`config.mk`:
```
export PLATFORM = sky130hd
export DESIGN_NAME = pool_result_reader
export DESIGN_NICKNAME = d
export VERILOG_FILES = /design/src/rtl/pool_result_reader_pkg.sv /design/src/rtl/reader_skid_buf.sv /design/src/rtl/pool_result_reader.sv
export SDC_FILE = /design/constraint.sdc
export NUM_CORES = 1
export LEC_CHECK = 0
export CORE_ASPECT_RATIO = 0.6
export CORE_MARGIN = 2
export CORE_UTILIZATION = 33
export DETAILED_ROUTE_END_ITERATION = 8
export HOLD_SLACK_MARGIN = 0.12
export PLACE_DENSITY = 0.51
export SLEW_MARGIN = 5
export SYNTH_ARGS = -nofsm -noshare
export SYNTH_HDL_FRONTEND = slang
export SYNTH_SLANG_ARGS = --single-unit
```
`constraint.sdc`:
```
create_clock -name clk -period 2.8 [get_ports clk]
set_input_delay 0.7 -clock clk [delete_from_list [all_inputs] [get_ports clk]]
set_output_delay 0.7 -clock clk [all_outputs]
set_load 0.005 [all_outputs]
```
`src/rtl/pool_result_reader_pkg.sv`:
```
// Shared CNN definitions for the pooled-result readout: geometry defaults, FSM states and the tagged word.
package pool_result_reader_pkg;

  localparam int unsigned CHANNELS_DEF   = 8;
  localparam int unsigned OUT_DIM_DEF    = 14;
  localparam int unsigned ROW_STRIDE_DEF = 56;

  typedef enum logic [1:0] {
    IDLE  = 2'd0,
    RUN   = 2'd1,
    FLUSH = 2'd2
  } reader_state_t;

  typedef struct packed {
    logic [7:0] data;
    logic [3:0] ch;
    logic [7:0] idx;
    logic       last;
  } tagged_word_t;

endpackage

```
`src/rtl/reader_skid_buf.sv`:
```
// Two-entry tagged output buffer; presents the arriving word directly when empty so a
// word is visible in the same cycle the memory returns it.
module reader_skid_buf
  import pool_result_reader_pkg::*;
(
  input  logic         clk,
  input  logic         rst,
  input  logic         in_valid,
  input  tagged_word_t in_word,
  input  logic         out_ready,
  output logic         out_valid,
  output tagged_word_t out_word,
  output logic [1:0]   count
);

  tagged_word_t mem [2];
  logic         wr_ptr;
  logic         rd_ptr;
  logic         push;
  logic         pop;

  assign out_valid = (count != 2'd0) || in_valid;

  always_comb begin
    out_word = '0;
    if (count != 2'd0)
      out_word = mem[rd_ptr];
    else if (in_valid)
      out_word = in_word;
  end

  // A word arriving into an empty buffer and taken the same cycle is never stored.
  assign pop  = out_ready && (count != 2'd0);
  assign push = in_valid && ((count != 2'd0) || !out_ready);

  always_ff @(posedge clk or negedge rst) begin
    if (!rst) begin
      count  <= '0;
      wr_ptr <= 1'b0;
      rd_ptr <= 1'b0;
    end else begin
      if (push) wr_ptr <= ~wr_ptr;
      if (pop)  rd_ptr <= ~rd_ptr;
      count <= count + 2'(push) - 2'(pop);
    end
  end

  always_ff @(posedge clk) begin
    if (push) mem[wr_ptr] <= in_word;
  end

endmodule

```
`src/rtl/pool_result_reader.sv`:
```
// Streams pooled results out of the per-channel banks in channel-major order.
// Optional macro READER_CHECKSUM_EN adds a running 16-bit checksum of transferred words.
module pool_result_reader
  import pool_result_reader_pkg::*;
#(
  parameter int unsigned CHANNELS   = CHANNELS_DEF,
  parameter int unsigned OUT_DIM    = OUT_DIM_DEF,
  parameter int unsigned ROW_STRIDE = ROW_STRIDE_DEF
) (
  input  logic        clk,
  input  logic        rst,
  input  logic        start,
  output logic        rd_en,
  output logic [3:0]  rd_ch,
  output logic [9:0]  rd_addr,
  input  logic [7:0]  rd_data,
  output logic        out_valid,
  input  logic        out_ready,
  output logic [7:0]  out_data,
  output logic [3:0]  out_ch,
  output logic [7:0]  out_idx,
  output logic        out_last,
  output logic        busy,
  output logic        done
`ifdef READER_CHECKSUM_EN
  ,
  output logic [15:0] checksum
`endif
);

  reader_state_t state, state_nxt;
  logic [3:0]    ch_cnt;
  logic [7:0]    row_cnt;
  logic [7:0]    col_cnt;
  logic [7:0]    idx_cnt;
  logic [9:0]    row_base;
  logic          infl_valid;
  logic [3:0]    infl_ch;
  logic [7:0]    infl_idx;
  logic          infl_last;
  logic [1:0]    buf_count;
  logic          col_end, row_end, last_read;
  logic          start_acc, issue, hs;
  tagged_word_t  in_word, head;

  assign col_end   = (col_cnt == 8'(OUT_DIM - 1));
  assign row_end   = (row_cnt == 8'(OUT_DIM - 1));
  assign last_read = col_end && row_end && (ch_cnt == 4'(CHANNELS - 1));
  assign start_acc = (state == IDLE) && start;
  // At most two words buffered or outstanding, so the buffer can never overflow.
  assign issue     = (state == RUN) && ((3'(buf_count) + 3'(infl_valid)) < 3'd2);
  assign hs        = out_valid && out_ready;

  assign rd_en   = issue;
  assign rd_ch   = ch_cnt;
  assign rd_addr = row_base + 10'({col_cnt, 1'b0});
  assign busy    = (state != IDLE);

  always_comb begin
    state_nxt = state;
    case (state)
      IDLE:    if (start)               state_nxt = RUN;
      RUN:     if (issue && last_read)  state_nxt = FLUSH;
      FLUSH:   if (hs && out_last)      state_nxt = IDLE;
      default:                          state_nxt = IDLE;
    endcase
  end

  always_ff @(posedge clk or negedge rst) begin
    if (!rst) begin
      state      <= IDLE;
      ch_cnt     <= '0;
      row_cnt    <= '0;
      col_cnt    <= '0;
      idx_cnt    <= '0;
      row_base   <= '0;
      infl_valid <= 1'b0;
      infl_ch    <= '0;
      infl_idx   <= '0;
      infl_last  <= 1'b0;
      done       <= 1'b0;
    end else begin
      state      <= state_nxt;
      done       <= (state == FLUSH) && hs && out_last;
      infl_valid <= issue;
      if (issue) begin
        infl_ch   <= ch_cnt;
        infl_idx  <= idx_cnt;
        infl_last <= last_read;
      end
      if (start_acc) begin
        ch_cnt   <= '0;
        row_cnt  <= '0;
        col_cnt  <= '0;
        idx_cnt  <= '0;
        row_base <= '0;
      end else if (issue) begin
        idx_cnt <= (col_end && row_end) ? '0 : idx_cnt + 8'd1;
        if (!col_end) begin
          col_cnt <= col_cnt + 8'd1;
        end else begin
          col_cnt <= '0;
          if (row_end) begin
            row_cnt  <= '0;
            row_base <= '0;
            ch_cnt   <= ch_cnt + 4'd1;
          end else begin
            row_cnt  <= row_cnt + 8'd1;
            row_base <= row_base + 10'(ROW_STRIDE);
          end
        end
      end
    end
  end

  assign in_word = '{data: rd_data, ch: infl_ch, idx: infl_idx, last: infl_last};

  reader_skid_buf u_buf (
    .clk       (clk),
    .rst       (rst),
    .in_valid  (infl_valid),
    .in_word   (in_word),
    .out_ready (out_ready),
    .out_valid (out_valid),
    .out_word  (head),
    .count     (buf_count)
  );

  assign out_data = head.data;
  assign out_ch   = head.ch;
  assign out_idx  = head.idx;
  assign out_last = head.last;

`ifdef READER_CHECKSUM_EN
  always_ff @(posedge clk or negedge rst) begin
    if (!rst)
      checksum <= '0;
    else if (start_acc)
      checksum <= '0;
    else if (hs)
      checksum <= checksum + 16'(out_data);
  end
`endif

endmodule

```
==> summary.txt <==
Global routing
  – First-pass GRT wire length: 18200 µm
  – Vias in the first global route: 3514
  – Overflow after GRT: 0
  – Initial antenna violation count: 0
  – Largest net degree at the start of global routing: 45
  – Total Routing Usage GR: 14.4%

Power
  – PwrDens: 959 mW/mm²
  – Worst vdd ir: 460 µV
  – Leakage: 2.43 nW
  – Total power: 0.00578 W

Route
  – Drt drc: 0
  – WL per Instance: 15.2 µm
  – Vias per cell: 5.08
  – Routed vias: 3644
  – WL final: 10900 µm
  – Post-route ant nets: 0
  – DR iter-0 viols: 209
  – 1st-pass router iterations: 4

Synthesis
  – Syn_nets: 485
  – Sequential-to-total area share from yosys stat: 54.5%
  – Post-Synthesis Cells: 458
  – Post-synth top area cell: dfrtp_1
  – Post-Synthesis Mean Instance Area: 10.7 µm²
  – Async SR Flop Fraction: 57.1%
  – Synthesized area: 0.00488 mm²
  – Ys flop type: dfrtp_1
  – Area share of the largest cell type after synthesis: 28.7%
  – Post-synth EDFFs: 42
  – FF+latch count, synth: 98
  – Synth cell types: 53
  – Syn. warnings: 0
  – Synth top area cells: dfrtp_1 (29%), edfxtp_1 (26%), mux2i_1 (5.9%)

Timing
  – Fin Hold WS: 385 ps
  – Fin. Hold Viols: 0
  – Worst Skew: 7.77 ps
  – Min Tclk post-route: 2670 ps
  – Total Neg Setup Slack: 0 ps
  – Pins Over Slew Limit: 0
  – Worst Tran Pin Value: 669 ps
  – Final setup fails: 0
  – RSZ-0062 raised after global routing: false
  – Final worst path period share: 95.3%
  – F_max: 375 MHz
  – Slew margin rel.: 55.4%

Die
  – Initial core utilization: 33.8%
  – Die H: 98.2 µm
  – # IOs: 51
  – Die ar.: 0.0158 mm²
  – Core Footprint: 0.0145 mm²
  – Cell Rows: 34
  – DIE WIDTH: 161 µm

Placed design
  – Port buffer count: 49
  – Post-detail-place hpwl: 7510 µm
  – Gpl congestion: 0.757
  – Dpl cells: 698

Layout
  – Final Non-Filler Cells: 718
  – Syn-to-layout area delta: 23.4%
  – Fin util: 41.7%
  – Most frequent cells in the layout: nand2_1 (61), dfrtp_1 (54), o21ai_0 (44), clkdlybuf4s50_1 (44), edfxtp_1 (42)
  – Ant. Diodes: 0
  – Nets: 542
  – Most common cell after layout, fill and taps aside: nand2_1
  – Filler cell count: 1374
  – Share of cells above drive strength 1: 10.8%

Critical path
  – Crit path max fanout: 44
  – Register-to-register setup slack: 590 ps
  – CP Launch Type: register
  – Setup CP Type: register to output pin
  – Reg2Reg Capture Point: rd_ch[2]
  – Worst path arrival time: 1970 ps
  – Worst-case reg-to-reg path depth: 6
  – R2R Path Start: col_cnt[1]
  – CP Capture Type: output pin
  – Data required time of the worst path: 2100 ps

Flow run
  – Max-Cap Viols: 0

Clock tree
  – Clock Tree Root: clkbuf_16
  – CTS Buf Count: 9
  – Clock transition at path regs: 70 ps
  – Clock Latency Late Sink: 350 ps
  – CTS HTree Levels: 3
  – Num Clock Sinks: 98
  – CTS tree: built
  – Hold_buf cts: 0
  – CTS Buffer Depth: 2

Min path
  – Hold Path Class: input pin to asynchronous set/reset pin

Outcome
  – Outcome: complete, no violations
==> registers in the layout, indices dropped and copies added, names as in the netlist <==
| signal | flops |
|---|---|
| u_buf.mem | 42 |
| col_cnt | 8 |
| idx_cnt | 8 |
| infl_idx | 8 |
| row_cnt | 8 |
| row_base | 7 |
| infl_ch | 4 |
| rd_ch | 4 |
| state | 2 |
| u_buf.count | 2 |
| done | 1 |
| infl_last | 1 |
| infl_valid | 1 |
| u_buf.rd_ptr | 1 |
| u_buf.wr_ptr | 1 |
==> logic make-up after synthesis <==
group | after synthesis | synth area share, %
AND/OR/NAND/NOR | 159 | 16.8
AO/OA/AOI/OAI | 104 | 12.7
flip-flops | 98 | 54.5
buffers and inverters | 41 | 4.00
multiplexers | 31 | 6.46
adder cells (fa/ha/maj) | 15 | 3.84
XOR/XNOR | 9 | 1.61
other | 1 | 0.0768
==> cells in the mapped netlist (all sizes together), types with 2 or more instances <==
cell and number:
nor3 5, nor3b 3, mux2i 30, o211ai 9
a21oi 26, and4 2, dfrtp 56, nand4b 2
inv 12, nor2 14, edfxtp 42, o31ai 8
nand2b 5, nand3 33, xor2 4, a211oi 2
o21ai 46, or4 9, buf 13, o21a 2
xnor2 5, or4b 2, clkbuf 15, nand3b 2
a21o 2, ha 15, and3 2, or3 7
nand4 5, nand2 61, a21boi 3, o22ai 2
nor2b 3
==> through the flow <==
step	setup WS, ps	instance area [µm²]
after floorplan	341	4880
after global placement	110	5680
after CTS	36.2	6010
after global routing	22.4	6030
final	133	6030
after detailed placement	8.84	5680
==> report_power, final <==
part | switching [W] | total, W | internal [W]
clock network | 0.000576 | 0.00120 | 0.000622
logic | 0.00122 | 0.00238 | 0.00116
registers | 0.000290 | 0.00221 | 0.00192
==> layout make-up <==
type	count	area, µm²	share of cell area, %
Timing Repair Buffer	74	726	12.0
Multi-Input combinational cell	319	2050	34.1
Clock inverter	7	61.3	1.02
Inverter	13	48.8	0.809
Clock buffer	9	225	3.74
Tap cell	198	248	4.11
Sequential cell	98	2670	44.2
==> metal layers <==
metal / GRT usage, % / share of wire, % / wire length [µm]
met2: 20.3 / 43 / 4690
met4: 4.05 / 0.95 / 104
met1: 22.3 / 53 / 5790
met5: 0 / 0 / 0
met3: 2.97 / 3.1 / 344
==> worst max-delay path: stages (launching register included) <==
cell and delay [ps]:
dfrtp_2 460, nor2_2 170, buf_12 210, nand3_1 90, o21ai_0 120, clkdlybuf4s50_1 550
==> worst max-delay path by stage <==
stage                               from  cells after the start              end  slack [ps]
after CTS                    row_base[4]                      6       rd_addr[6]          40
after detailed placement     row_base[4]                      6       rd_addr[9]           9
after floorplan                out_ready                      2  u_buf.mem[0][0]         340
final                     u_buf.count[0]                      5        out_ch[0]         130
after global routing      u_buf.count[0]                      5       out_idx[1]          20
after global placement        col_cnt[3]                      6       rd_addr[9]         110
==> what timing repair did <==
action	4_1_cts	5_1_grt
pin swaps	5	2
resized for setup	7	4
endpoints found under the setup margin	4	6
setup buffers	3	1
Power figures use the tool's default switching activity.
